$ cat config.mk
export PLATFORM = sky130hd
export DESIGN_NAME = usrt_fifo_link
export DESIGN_NICKNAME = d
export VERILOG_FILES = /design/src/rtl/usrt_pkg.sv /design/src/rtl/usrt_fifo.sv /design/src/rtl/usrt_fifo_link.sv
export SDC_FILE = /design/constraint.sdc
export NUM_CORES = 1
export LEC_CHECK = 0
export ABC_CLOCK_PERIOD_IN_PS = 8000
export CORE_ASPECT_RATIO = 0.6
export CORE_MARGIN = 4
export CORE_UTILIZATION = 30
export CTS_CLUSTER_SIZE = 25
export DETAILED_ROUTE_END_ITERATION = 16
export MAX_ROUTING_LAYER = met4
export SLEW_MARGIN = 20
export SYNTH_ARGS = -nofsm -noshare
export SYNTH_HDL_FRONTEND = slang
export SYNTH_HIERARCHICAL = 1
export SYNTH_SLANG_ARGS = --single-unit
$ cat constraint.sdc
create_clock -name Clock -period 8 [get_ports Clock]
set_input_delay 0.8 -clock Clock [delete_from_list [all_inputs] [get_ports Clock]]
set_output_delay 0.8 -clock Clock [all_outputs]
set_load 0.005 [all_outputs]
$ cat src/rtl/usrt_pkg.sv
// Shared definitions for the USRT FIFO link: FSM encodings, line levels
// and the parity helper used by both serializer and deserializer.
package usrt_pkg;

  typedef enum logic [2:0] {
    TX_IDLE   = 3'd0,
    TX_START  = 3'd1,
    TX_DATA   = 3'd2,
    TX_PARITY = 3'd3,
    TX_STOP   = 3'd4
  } tx_state_e;

  typedef enum logic [1:0] {
    RX_IDLE   = 2'd0,
    RX_DATA   = 2'd1,
    RX_PARITY = 2'd2,
    RX_STOP   = 2'd3
  } rx_state_e;

  localparam logic START_BIT = 1'b0;
  localparam logic STOP_BIT  = 1'b1;

  // Even parity over a zero-extended word (unused upper bits must be 0).
  function automatic logic even_parity16(input logic [15:0] d);
    return ^d;
  endfunction

endpackage

$ cat src/rtl/usrt_fifo.sv
// Synchronous first-word fall-through FIFO with extra-MSB pointers.
// A push on a full FIFO is accepted only when a pop happens on the same edge.
module usrt_fifo #(
  parameter int W     = 8,
  parameter int DEPTH = 4
) (
  input  logic         i_clk,
  input  logic         i_rst_n,
  input  logic         i_push,
  input  logic [W-1:0] i_data,
  input  logic         i_pop,
  output logic [W-1:0] o_data,
  output logic         o_full,
  output logic         o_empty
);

  localparam int AW = $clog2(DEPTH);
  localparam int PW = AW + 1;

  logic [PW-1:0] r_wr_ptr;
  logic [PW-1:0] r_rd_ptr;
  logic [W-1:0]  r_mem [DEPTH];
  logic          w_pop_ok;
  logic          w_push_ok;

  assign o_empty   = (r_wr_ptr == r_rd_ptr);
  assign o_full    = (r_wr_ptr[AW] != r_rd_ptr[AW]) &&
                     (r_wr_ptr[AW-1:0] == r_rd_ptr[AW-1:0]);
  assign w_pop_ok  = i_pop && !o_empty;
  assign w_push_ok = i_push && (!o_full || w_pop_ok);
  assign o_data    = o_empty ? '0 : r_mem[r_rd_ptr[AW-1:0]];

  // Pointer advance and storage write; pointers wrap modulo 2*DEPTH.
  always_ff @(posedge i_clk or negedge i_rst_n) begin
    if (!i_rst_n) begin
      r_wr_ptr <= '0;
      r_rd_ptr <= '0;
      for (int i = 0; i < DEPTH; i++) begin
        r_mem[i] <= '0;
      end
    end else begin
      if (w_push_ok) begin
        r_mem[r_wr_ptr[AW-1:0]] <= i_data;
        r_wr_ptr <= r_wr_ptr + 1'b1;
      end
      if (w_pop_ok) begin
        r_rd_ptr <= r_rd_ptr + 1'b1;
      end
    end
  end

endmodule

$ cat src/rtl/usrt_fifo_link.sv
// USRT link: TX FIFO -> serializer -> SO, and (SI or SO loopback) ->
// deserializer -> RX FIFO, with sticky overrun/parity/frame flags.
module usrt_fifo_link
  import usrt_pkg::*;
#(
  parameter int DATA_W    = 8,
  parameter int DEPTH     = 4,
  parameter int PARITY_EN = 1
) (
  input  logic              Clock,
  input  logic              Reset,
  input  logic              load,
  input  logic [DATA_W-1:0] Tx_Data,
  input  logic              SEND,
  input  logic              READ,
  input  logic              LOOP,
  input  logic              SI,
  input  logic              clr_err,
  output logic              SO,
  output logic [DATA_W-1:0] Rx_Data,
  output logic              NINTO,
  output logic              NINTI,
  output logic              tx_full,
  output logic              rx_overrun,
  output logic              parity_err,
  output logic              frame_err
);

  localparam int CNT_W = $clog2(DATA_W);
  localparam logic [CNT_W-1:0] CNT_LAST = CNT_W'(DATA_W - 1);

  // FIFO wiring
  logic [DATA_W-1:0] w_tx_head;
  logic              w_tx_full;
  logic              w_tx_empty;
  logic              w_tx_pop;
  logic              w_rx_push;
  logic              w_rx_full;
  logic              w_rx_empty;

  // Serializer state
  tx_state_e         r_tx_state, w_tx_state_nx;
  logic [CNT_W-1:0]  r_tx_cnt, w_tx_cnt_nx;
  logic [DATA_W-1:0] r_tx_shift, w_tx_shift_nx;
  logic              r_tx_par, w_tx_par_nx;
  logic              r_so, w_so_nx;
  logic [15:0]       w_tx_ext;

  // Deserializer state
  rx_state_e         r_rx_state, w_rx_state_nx;
  logic [CNT_W-1:0]  r_rx_cnt, w_rx_cnt_nx;
  logic [DATA_W-1:0] r_rx_shift, w_rx_shift_nx;
  logic [15:0]       w_rx_ext;
  logic              w_rx_line;
  logic              w_par_set;
  logic              w_frame_set;
  logic              w_ovr_set;

  // Sticky flags
  logic r_rx_overrun;
  logic r_parity_err;
  logic r_frame_err;

  usrt_fifo #(.W(DATA_W), .DEPTH(DEPTH)) u_tx_fifo (
    .i_clk   (Clock),
    .i_rst_n (Reset),
    .i_push  (load),
    .i_data  (Tx_Data),
    .i_pop   (w_tx_pop),
    .o_data  (w_tx_head),
    .o_full  (w_tx_full),
    .o_empty (w_tx_empty)
  );

  usrt_fifo #(.W(DATA_W), .DEPTH(DEPTH)) u_rx_fifo (
    .i_clk   (Clock),
    .i_rst_n (Reset),
    .i_push  (w_rx_push),
    .i_data  (r_rx_shift),
    .i_pop   (READ),
    .o_data  (Rx_Data),
    .o_full  (w_rx_full),
    .o_empty (w_rx_empty)
  );

  assign w_rx_line = LOOP ? r_so : SI;

  // Zero-extend the words fed to the parity helper.
  always_comb begin
    w_tx_ext = '0;
    w_rx_ext = '0;
    w_tx_ext[DATA_W-1:0] = w_tx_head;
    w_rx_ext[DATA_W-1:0] = r_rx_shift;
  end

  // Serializer next state: SO is registered and always carries the bit of
  // the state being entered, so the start bit appears right after the pop.
  always_comb begin
    w_tx_state_nx = r_tx_state;
    w_tx_cnt_nx   = r_tx_cnt;
    w_tx_shift_nx = r_tx_shift;
    w_tx_par_nx   = r_tx_par;
    w_so_nx       = r_so;
    w_tx_pop      = 1'b0;
    case (r_tx_state)
      TX_IDLE, TX_STOP: begin
        if (SEND && !w_tx_empty) begin
          w_tx_state_nx = TX_START;
          w_so_nx       = START_BIT;
          w_tx_pop      = 1'b1;
          w_tx_shift_nx = w_tx_head;
          w_tx_par_nx   = even_parity16(w_tx_ext);
        end else begin
          w_tx_state_nx = TX_IDLE;
          w_so_nx       = STOP_BIT;
        end
      end
      TX_START: begin
        w_tx_state_nx = TX_DATA;
        w_tx_cnt_nx   = '0;
        w_so_nx       = r_tx_shift[0];
        w_tx_shift_nx = r_tx_shift >> 1;
      end
      TX_DATA: begin
        if (r_tx_cnt == CNT_LAST) begin
          if (PARITY_EN != 0) begin
            w_tx_state_nx = TX_PARITY;
            w_so_nx       = r_tx_par;
          end else begin
            w_tx_state_nx = TX_STOP;
            w_so_nx       = STOP_BIT;
          end
        end else begin
          w_tx_cnt_nx   = r_tx_cnt + 1'b1;
          w_so_nx       = r_tx_shift[0];
          w_tx_shift_nx = r_tx_shift >> 1;
        end
      end
      TX_PARITY: begin
        w_tx_state_nx = TX_STOP;
        w_so_nx       = STOP_BIT;
      end
      default: begin
        w_tx_state_nx = TX_IDLE;
        w_so_nx       = STOP_BIT;
      end
    endcase
  end

  // Serializer state register; reset forces the line back to idle high.
  always_ff @(posedge Clock or negedge Reset) begin
    if (!Reset) begin
      r_tx_state <= TX_IDLE;
      r_tx_cnt   <= '0;
      r_tx_shift <= '0;
      r_tx_par   <= 1'b0;
      r_so       <= STOP_BIT;
    end else begin
      r_tx_state <= w_tx_state_nx;
      r_tx_cnt   <= w_tx_cnt_nx;
      r_tx_shift <= w_tx_shift_nx;
      r_tx_par   <= w_tx_par_nx;
      r_so       <= w_so_nx;
    end
  end

  // Deserializer next state and the push/flag-set events it raises.
  always_comb begin
    w_rx_state_nx = r_rx_state;
    w_rx_cnt_nx   = r_rx_cnt;
    w_rx_shift_nx = r_rx_shift;
    w_rx_push     = 1'b0;
    w_par_set     = 1'b0;
    w_frame_set   = 1'b0;
    case (r_rx_state)
      RX_IDLE: begin
        if (w_rx_line == START_BIT) begin
          w_rx_state_nx = RX_DATA;
          w_rx_cnt_nx   = '0;
        end else begin
          w_rx_state_nx = RX_IDLE;
        end
      end
      RX_DATA: begin
        w_rx_shift_nx = {w_rx_line, r_rx_shift[DATA_W-1:1]};
        if (r_rx_cnt == CNT_LAST) begin
          if (PARITY_EN != 0) begin
            w_rx_state_nx = RX_PARITY;
          end else begin
            w_rx_state_nx = RX_STOP;
          end
        end else begin
          w_rx_cnt_nx = r_rx_cnt + 1'b1;
        end
      end
      RX_PARITY: begin
        w_rx_state_nx = RX_STOP;
        w_par_set     = (w_rx_line != even_parity16(w_rx_ext));
      end
      RX_STOP: begin
        w_rx_state_nx = RX_IDLE;
        w_rx_push     = (w_rx_line == STOP_BIT);
        w_frame_set   = (w_rx_line != STOP_BIT);
      end
      default: begin
        w_rx_state_nx = RX_IDLE;
      end
    endcase
  end

  // A completed word is dropped only if the RX FIFO stays full this edge.
  assign w_ovr_set = w_rx_push && w_rx_full && !(READ && !w_rx_empty);

  // Deserializer state register; a frame cut by reset is simply abandoned.
  always_ff @(posedge Clock or negedge Reset) begin
    if (!Reset) begin
      r_rx_state <= RX_IDLE;
      r_rx_cnt   <= '0;
      r_rx_shift <= '0;
    end else begin
      r_rx_state <= w_rx_state_nx;
      r_rx_cnt   <= w_rx_cnt_nx;
      r_rx_shift <= w_rx_shift_nx;
    end
  end

  // Sticky error flags; a set event beats clr_err in the same cycle.
  always_ff @(posedge Clock or negedge Reset) begin
    if (!Reset) begin
      r_rx_overrun <= 1'b0;
      r_parity_err <= 1'b0;
      r_frame_err  <= 1'b0;
    end else begin
      if (w_ovr_set)        r_rx_overrun <= 1'b1;
      else if (clr_err)     r_rx_overrun <= 1'b0;
      if (w_par_set)        r_parity_err <= 1'b1;
      else if (clr_err)     r_parity_err <= 1'b0;
      if (w_frame_set)      r_frame_err  <= 1'b1;
      else if (clr_err)     r_frame_err  <= 1'b0;
    end
  end

  assign SO         = r_so;
  assign NINTO      = !(w_tx_empty && (r_tx_state == TX_IDLE));
  assign NINTI      = w_rx_empty;
  assign tx_full    = w_tx_full;
  assign rx_overrun = r_rx_overrun;
  assign parity_err = r_parity_err;
  assign frame_err  = r_frame_err;

endmodule

# Word level (Yosys, flattened, before mapping)
# Cells that the tools add are included.
[op_classes]
order_cmp = 6
bitwise = 5
eq_ne = 22
n_reduce_logical = 35
n_mux = 41
add_sub_neg = 6
[ops]
columns = ["operator", "count"]
rows = [
  ["8-bit two-way mux", 10],
  ["32-bit bitwise mux", 2],
  ["8-bit binary-select mux with 2-bit select", 2],
  ["8-bit demux with 2-bit select", 2],
  ["16-bit XOR reduction", 2],
  ["8-bit case mux with 3 select lines", 1],
  ["3-bit by 1-bit adder with 3-bit output (second input constant)", 6],
  ["1-bit two-way mux", 14],
  ["3-bit greater-or-equal comparator (second input constant)", 4],
  ["1-bit logical AND", 12],
  ["3-bit two-way mux", 4],
  ["2-bit inequality test (second input constant)", 6],
  ["2-bit NOT with 3-bit output", 4],
  ["3-bit case mux with 2 select lines", 2],
  ["3-bit case mux with 4 select lines", 1],
  ["2-bit nonzero test", 5],
  ["3-bit == test (second input constant)", 3],
  ["2-bit case mux with 4 select lines", 1],
  ["3-bit by 2-bit == test with 1-bit output (second input constant)", 2],
  ["3-bit == test", 2],
  ["1-bit zero test", 6],
  ["3-bit by 1-bit < comparator with 1-bit output (second input constant)", 2],
  ["3-bit AND reduction", 2],
  ["2-bit == test", 2],
  ["13 further kinds", 18],
]
[word_totals]
input_bits = 16
word_cells = 138
regBits = 108

# Longest topological paths before layout
# Gate-level depths: netlist of run 1.
[depth]
ltp_word = 8
ltp_mapped = 8

# Hierarchy
# Netlist of run 1, hierarchy kept.
[by_module_without_submodules]
columns = ["mod", "instances", "cells_per_inst", "area_per_inst_um2"]
rows = [
  ["usrt_fifo", 2, 119, 1925.6],
  ["usrt_fifo_link", 1, 145, 1717.9],
]

# Worst setup path after synthesis of run 1
# Ideal clock, no wire load.
[synth_timing]
kind = "register -> register"
start = "register u_tx_fifo.r_rd_ptr[1]"
end = "register u_tx_fifo/r_mem[0] (netlist name)"
required_time_ns = 7.875
arrival_time_ns = 2.895
setup_time_ns = 0.125
stages_incl_launch_ff = 8
slack_ns = 4.980
synth_period_minus_slack_ns = 3.020
path_buffers = 2
path_cell_list = "dfrtp_1 buf_2 xor2_4 nor3_1 nor4b_4 clkbuf_2 o41ai_4 mux2_2"
[synth_via]
elab_chain_cells = 8
[synth_rtl]
columns = ["item", "line", "text"]
rows = [
  ["from (decl)", "usrt_fifo.sv:21", "logic [PW-1:0] r_rd_ptr;"],
  ["from (signal assigned)", "usrt_fifo.sv:47", "r_rd_ptr <= r_rd_ptr + 1'b1;"],
  ["3-bit == test", "usrt_fifo.sv:26", "assign o_empty = (r_wr_ptr == r_rd_ptr);"],
  ["named net w_tx_empty", "usrt_fifo_link.sv:35", "logic w_tx_empty;"],
  ["1-bit zero test", "usrt_fifo_link.sv:107", "if (SEND && !w_tx_empty) begin"],
  ["1-bit logical AND", "usrt_fifo_link.sv:107", ""],
  ["1-bit two-way mux", "usrt_fifo_link.sv:107", ""],
  ["1-bit two-way mux", "usrt_fifo_link.sv:105", "case (r_tx_state)"],
  ["named net w_tx_pop", "usrt_fifo_link.sv:36", "logic w_tx_pop;"],
  ["1-bit logical AND", "usrt_fifo.sv:29", "assign w_pop_ok = i_pop && !o_empty;"],
  ["1-bit logical OR", "usrt_fifo.sv:30", "assign w_push_ok = i_push && (!o_full || w_pop_ok);"],
  ["1-bit logical AND", "usrt_fifo.sv:30", ""],
  ["to (signal, indexed assignment)", "usrt_fifo.sv:43", "r_mem[r_wr_ptr[AW-1:0]] <= i_data;"],
  ["to (decl)", "usrt_fifo.sv:22", "logic [W-1:0] r_mem [DEPTH];"],
]
# The timed path passes the listed nets, and every way through them passes these cells.
# A chain may end at the register's enable or synchronous reset.

# Worst setup path after layout of run 1
[layout_timing]
start = "register u_rx_fifo.r_rd_ptr[0]"
end = "output Rx_Data[3]"
[layout_via]
elab_chain_cells = 5
[layout_rtl]
columns = ["item", "line", "text"]
rows = [
  ["from (decl)", "usrt_fifo.sv:21", ""],
  ["from (signal assigned)", "usrt_fifo.sv:47", ""],
  ["2-bit NOT with 3-bit output (implied by the code)", "usrt_fifo.sv:31", "assign o_data = o_empty ? '0 : r_mem[r_rd_ptr[AW-1:0]];"],
  ["8-bit binary-select mux with 2-bit select", "usrt_fifo.sv:31", ""],
  ["8-bit two-way mux (implied by the code) (2 in a row)", "usrt_fifo.sv:31", ""],
  ["8-bit two-way mux (*)", "usrt_fifo.sv:31", ""],
  ["to (decl)", "usrt_fifo_link.sv:20", "output logic [DATA_W-1:0] Rx_Data,"],
]
# Every way passes the cells marked *; elsewhere a longest branch is shown, timed or not. The select of a mux whose other input is x is not followed.

==> results of run 1 <==
-- synth_stat cells, drive strengths merged --
cell,count,share of area [%]
nor2b,19,2.1
nand2b,2,0.22
xnor3,1,0.40
dfrtp,107,48
o21ai,11,0.99
a21oi,3,0.27
xnor2,24,4.0
buf,8,0.90
and2,8,0.90
o31ai,4,0.54
xor2,6,1.9
ha,19,4.3
a211oi,1,0.13
a22o,12,1.9
o41ai,10,4.3
dfstp,1,0.47
mux4,16,6.5
o21ba,1,0.18
nor4b,2,0.70
mux2i,10,2.0
mux2,77,16
nor3b,1,0.13
o311ai,2,0.31
clkbuf,3,0.25
nor3,6,0.63
nor2,6,0.54
a32o,1,0.18
nand2,10,0.67
inv,10,0.67
nand3,1,0.090
a41o,1,0.18
-- kinds of logic (layout without fill, tap and decap cells) --
group / Yosys count / after routing
buffers and inverters: 21 / 60
xor gates and xnor gates: 31 / 31
adders and majority gates: 19 / 19
DFF: 108 / 108
and+or+nand+nor: 55 / 55
other: 0 / 1
AOI/OAI and AO/OA: 46 / 46
muxes: 103 / 103
-- through the flow --
| step | util [%] | std cells | hold slack (ns) | instance area, um^2 | total power (uW) |
|---|---|---|---|---|---|
| 2_1_floorplan | - | 383 | 0.455 | 5570 | 2240 |
| 3_3_place_gp | 33.8 | 646 | 0.469 | 6130 | 2630 |
| 3_5_place_dp | 33.8 | 646 | 0.476 | 6130 | 2690 |
| 4_1_cts | 35.3 | 662 | 0.459 | 6410 | 3130 |
| 5_1_grt | 35.3 | 663 | 0.480 | 6420 | 3320 |
| 6_report | 35.3 | 663 | 0.442 | 6420 | 3080 |
-- sequential cells by signal (all words and copies together), names as in the netlist --
signal              cells
u_rx_fifo/r_mem        32
r_rx_state              2
r_tx_cnt                3
r_tx_par                1
u_tx_fifo/r_wr_ptr      3
SO                      1
parity_err              1
rx_overrun              1
u_rx_fifo/r_wr_ptr      3
u_tx_fifo/r_rd_ptr      3
r_tx_state              3
r_rx_shift              8
frame_err               1
u_rx_fifo/r_rd_ptr      3
r_rx_cnt                3
r_tx_shift              8
u_tx_fifo/r_mem        32
-- final cells by class --
type	instances	area, um^2	share of cell area, %
Timing Repair Buffer	34	328	5.11
Clock buffer	12	246	3.84
Antenna cell	1	2.50	0.0390
Sequential cell	108	2700	42.1
Tap cell	240	300	4.68
Multi-Input combinational cell	254	2760	43.1
Inverter	10	37.5	0.585
Clock inverter	4	33.8	0.527
-- worst register-to-register path: stages (launching register included) --
cell and delay [ns]:
dfrtp_1 0.77, xor2_2 0.38, nor3_1 0.24, buf_4 0.22, nor4b_4 0.06, buf_4 0.22, o41ai_4 0.83, mux2_2 0.42
-- power groups by stage --
stage | combinational, uW | clock (uW) | sequential (uW)
final | 1570 | 425 | 1090
after global routing | 1720 | 464 | 1130
after CTS | 1600 | 441 | 1090
after detailed placement | 1590 | 0 | 1100
after global placement | 1540 | 0 | 1080
after floorplan | 1280 | 0 | 967
-- per-layer routing --
layer  GRT usage (%)  wire length, um  up-vias  share of wire (%)
met1            17.1             5900     1622                 55
li1                -                -     1467                  -
met4            2.81               89        0               0.83
met2            14.9             4470       37                 41
met3            2.55              323        5                3.0
met5               -                0        -                  0
-- path summary, 6_finish.rpt --
| check | startpoint | to | slack (ns) | cells after the start |
|---|---|---|---|---|
| worst min register to register | r_tx_shift[1] | r_tx_shift[1] | 0.49 | 2 |
| max in group asynchronous | Reset | u_tx_fifo/r_rd_ptr[2] | 6.31 | 2 |
| worst max register to register | u_tx_fifo/r_rd_ptr[0] | u_tx_fifo/r_mem[5] | 4.75 | 7 |
| worst max-delay path | u_rx_fifo/r_rd_ptr[0] | Rx_Data[3] | 4.40 | 5 |
| min in group Clock | r_tx_shift[1] | r_tx_shift[1] | 0.49 | 2 |
| worst min-delay path | Reset | u_rx_fifo/r_mem[10] | 0.44 | 1 |
==> results.py, run 1 <==
metrics = {
    "setup_path": {
        "required_ns": 7.20,
        "worst-path-buf-inv": 2,
        "max_stage_delay_ns": 0.80,
        "path_cells": "xor2_2 > nor3_1 > buf_4 > nor2b_1 > clkdlybuf4s50_1",
        "critPathSlowestCell": "dfrtp_1",
        "critical-path-top-delay-family": "flip-flops",
        "crit_arrival_ns": 2.80,
        "path_class": "reg -> out",
        "cp_max_fo": 11,
        "cp-end-kind": "output pin",
        "critPathLaunchType": "flip-flop",
    },
    "routing": {
        "vias": 3131,
        "drc": 0,
        "drt-pass1-iter-count": 4,
        "via_per_inst": 4.72,
        "ant_nets": 0,
        "drtIter0Drc": 152,
        "drt-total-wl_mm": 10.8,
        "wire_per_inst_um": 16.3,
    },
    "floorplanning": {
        "dieArea_um2": 20900,
        "core-area_um2": 18200,
        "pin_count": 31,
        "fp.dieH_um": 114,
        "initial_core_util_pct": 30.7,
        "rows": 38,
        "die_w_um": 184,
    },
    "timing": {
        "finalSetupTns_ns": 0,
        "maxSlewViolCount": 0,
        "post-route-min-period_ns": 3.60,
        "layout_setup_ws_ns": 4.40,
        "clock.fmax_mhz": 278,
        "min_period_over_period_pct": 45.0,
        "slew_headroom_pct": 41.5,
        "rsz0062_at_grt": "false",
        "worst_pin_slew_ns": 0.875,
        "setup_viol": 0,
        "fin_skew_ns": 0.00741,
        "hold_viol": 0,
    },
    "clocking": {
        "numClockSinks": 108,
        "clkTransAtPathRegs_ns": 0.07,
        "cts_resized": 0,
        "cts_tree": "done",
        "cts_htree_levels": 3,
        "hold_buffers": 0,
        "clock_path_buffers": 2,
        "post_cts_buffers": 0,
        "numCtsBuffers": 9,
        "worstSkewPairLatency_ns": 0.34,
        "cts_root_buf": "clkbuf_16",
    },
    "synth": {
        "syn_inst": 383,
        "synth_xor_area_share_pct": 6.34,
        "synth_fa_ha_area_share_pct": 4.27,
        "yosysSeqAreaShare_pct": 48.6,
        "yosysUniqueCellTypes": 42,
        "synth_compound_area_share_pct": 8.94,
        "muxShareOfSynthArea_pct": 24.1,
        "synth_fp_nets": 418,
        "synth_seq_cells": 108,
        "synth_top_family_by_area": "multiplexers",
        "avgSynthCellArea_um2": 14.5,
        "synthSimpleGateAreaFrac_pct": 6.02,
        "synth_area_um2": 5570,
        "ys.warnings.count": 6,
    },
    "power_and_ir_drop": {
        "switching_share_pct": 38.6,
        "ir_drop_mv": 0.163,
        "p_sw_uw": 1190,
        "pwr-share-clk_pct": 13.8,
        "seq_power_share_pct": 35.3,
        "p_int_uw": 1890,
        "pwr-share-comb_pct": 50.9,
        "powerDensity_nw_per_um2": 481,
        "p_leak_uw": 0.00266,
    },
    "place": {
        "io_buffer_count": 30,
        "pre_cts_ws_ns": 4.70,
        "post-dp-hpwl_mm": 7.75,
        "gp_congestion": 0.743,
    },
    "finish": {
        "nets": 452,
        "final_cell_mix": "107 x dfrtp_1, 77 x mux2_2, 29 x clkdlybuf4s50_1",
        "syn2layout_area_growth_pct": 15.2,
        "drive_above_1_share_pct": 31.5,
        "layout_commonest_cell": "dfrtp_1",
        "fill_cells": 1754,
    },
    "global_routing": {
        "first_global_vias": 3265,
        "grt_max_degree": 66,
        "antenna_found_initial": 1,
        "overflow": 0,
        "grt_pass1_wl_mm": 18.0,
        "grt.total_usage_pct": 11.2,
    },
    "run_status": {
        "outcome": "completed",
    },
    "hold_path": {
        "min_path_type": "in -> async",
    },
    "run": {
        "cap_violations": 0,
    },
}
Note: power is estimated with default switching activity, not from simulation.
==> run 2: changes to the inputs <==
--- a/config.mk
+++ b/config.mk
@@ -5,7 +5,7 @@
 export SDC_FILE = /design/constraint.sdc
 export NUM_CORES = 1
 export LEC_CHECK = 0
-export ABC_CLOCK_PERIOD_IN_PS = 8000
+export ABC_CLOCK_PERIOD_IN_PS = 3000
 export CORE_ASPECT_RATIO = 0.6
 export CORE_MARGIN = 4
 export CORE_UTILIZATION = 30
==> constraint.sdc (replaced) <==
create_clock -name Clock -period 3 [get_ports Clock]
set_input_delay 0.3 -clock Clock [delete_from_list [all_inputs] [get_ports Clock]]
set_output_delay 0.3 -clock Clock [all_outputs]
set_load 0.005 [all_outputs]
==> results.py, run 2 (synthesized netlist as in run 1, its figures left out) <==
metrics = {
    "timing": {
        "slew_headroom_pct": 36.3,
        "maxSlewViolCount": 0,
        "rsz0062_at_grt": "false",
        "post-route-min-period_ns": 2.63,
        "min_period_over_period_pct": 87.5,
        "worst_pin_slew_ns": 0.951,
        "fin_skew_ns": 0.00712,
        "clock.fmax_mhz": 381,
        "finalSetupTns_ns": 0,
        "setup_viol": 0,
        "hold_viol": 0,
    },
    "clocking": {
        "cts_root_buf": "clkbuf_16",
        "cts_htree_levels": 3,
        "numCtsBuffers": 9,
        "post_cts_buffers": 0,
        "numClockSinks": 108,
        "cts_tree": "done",
        "clkTransAtPathRegs_ns": 0.07,
        "hold_buffers": 0,
        "clock_path_buffers": 2,
        "cts_resized": 0,
        "worstSkewPairLatency_ns": 0.35,
    },
    "power_and_ir_drop": {
        "power_uw": 8430,
        "ir_drop_mv": 0.514,
        "powerDensity_nw_per_um2": 1290,
        "p_leak_uw": 0.00273,
    },
    "finish": {
        "final_cell_mix": "107 x dfrtp_1, 77 x mux2_2, 29 x clkdlybuf4s50_1",
        "fin_cells": 677,
        "fill_cells": 1743,
        "fin_area_um2": 6550,
        "layout_commonest_cell": "dfrtp_1",
        "post-route-util_pct": 36.0,
        "drive_above_1_share_pct": 34.2,
        "syn2layout_area_growth_pct": 17.5,
        "nets": 466,
        "reg_top3": "u_rx_fifo/r_mem: 32 flops, u_tx_fifo/r_mem: 32 flops",
    },
    "global_routing": {
        "grt_pass1_wl_mm": 18.6,
        "grt_max_degree": 59,
        "grt.total_usage_pct": 11.6,
        "overflow": 0,
        "antenna_found_initial": 1,
        "first_global_vias": 3410,
    },
    "place": {
        "io_buffer_count": 30,
        "post-dp-hpwl_mm": 8.01,
        "gp_congestion": 0.760,
        "dp_cells": 660,
        "placed_cell_area_um2": 6240,
    },
    "routing": {
        "wire_per_inst_um": 16.3,
        "drt-pass1-iter-count": 4,
        "drtIter0Drc": 154,
        "ant_nets": 0,
        "drt-total-wl_mm": 11.0,
        "via_per_inst": 4.69,
        "drc": 0,
        "vias": 3178,
    },
    "setup_path": {
        "cp-end-kind": "output pin",
        "path_class": "reg -> out",
        "critPathLaunchType": "flip-flop",
        "critical-path-top-delay-family": "buffers and inverters",
        "critPathSlowestCell": "clkdlybuf4s50_1",
        "required_ns": 2.70,
        "path_cells": "xor2_4 > nor3_1 > buf_4 > nor2b_1 > clkdlybuf4s50_1",
        "cp_max_fo": 9,
        "max_stage_delay_ns": 0.54,
        "worst-path-buf-inv": 2,
        "crit_arrival_ns": 2.33,
    },
    "run": {
        "cap_violations": 0,
    },
    "floorplanning": {
        "die_w_um": 184,
        "fp.dieH_um": 114,
        "pin_count": 31,
        "core-area_um2": 18200,
        "dieArea_um2": 20900,
        "initial_core_util_pct": 30.7,
        "rows": 38,
    },
    "run_status": {
        "outcome": "completed",
    },
    "hold_path": {
        "min_path_type": "in -> async",
    },
}
## run 2: per-stage QoR
step,hold slack (ns),setup slack (ns)
after floorplan,0.00441,0.270
after global placement,0.407,0.539
after detailed placement,0.422,0.509
after CTS,0.0334,0.327
after global routing,0.0557,0.253
final,0.000518,0.374
## run 2: final cells by class
| cell class | count | area [um^2] | area share (%) |
|---|---|---|---|
| antenna | 1 | 2.50 | 0.0382 |
| clock buffer | 10 | 229 | 3.50 |
| clock inverter | 6 | 71.3 | 1.09 |
| inverter | 10 | 37.5 | 0.573 |
| multi-input combinational | 254 | 2770 | 42.3 |
| sequential | 108 | 2700 | 41.3 |
| tap | 240 | 300 | 4.59 |
| timing repair buffer | 48 | 433 | 6.61 |
## run 2: final timing paths
kind	start	endpoint	slack [ns]	cells after the start
worst max register to register	u_tx_fifo/r_wr_ptr[1]	u_tx_fifo/r_mem[26]	0.52	5
min in group Clock	r_tx_shift[2]	r_tx_shift[2]	0.49	2
max in group asynchronous	Reset	u_tx_fifo/r_mem[19]	2.23	2
worst min-delay path	Reset	u_rx_fifo/r_mem[8]	0.0005	1
worst max-delay path	u_rx_fifo/r_wr_ptr[1]	Rx_Data[2]	0.37	5
worst min register to register	r_tx_shift[2]	r_tx_shift[2]	0.49	2
## run 2: where the power goes
group / switching, uW / internal, uW / total (uW)
sequential: 623 / 2180 / 2800
clock: 560 / 657 / 1220
combinational: 2030 / 2380 / 4410
## run 2: routing by layer
layer | share of wire (%) | routed length (um) | track usage [%] | up-vias
met2 | 43 | 4710 | 16.0 | 35
li1 | - | - | - | 1496
met4 | 1.2 | 133 | 2.95 | 0
met5 | 0 | 0 | - | -
met1 | 53 | 5800 | 16.8 | 1635
met3 | 3.4 | 369 | 3.35 | 12
## run 2: worst reg2reg max path, stage by stage, from the launching register on
cell	delay, ns
dfrtp_1	0.49
xor2_4	0.23
nor3_2	0.27
nor4b_4	0.17
o41ai_4	0.80
mux2_2	0.42
==> run 3: changes to the inputs <==
--- a/config.mk
+++ b/config.mk
@@ -9,6 +9,7 @@
 export CORE_ASPECT_RATIO = 0.6
 export CORE_MARGIN = 4
 export CORE_UTILIZATION = 30
+export CTS_CLUSTER_DIAMETER = 40
 export CTS_CLUSTER_SIZE = 25
 export DETAILED_ROUTE_END_ITERATION = 16
 export MAX_ROUTING_LAYER = met4
==> results of run 3 <==
Same layout as run 2: the final DEF is identical, and so are final timing and power.
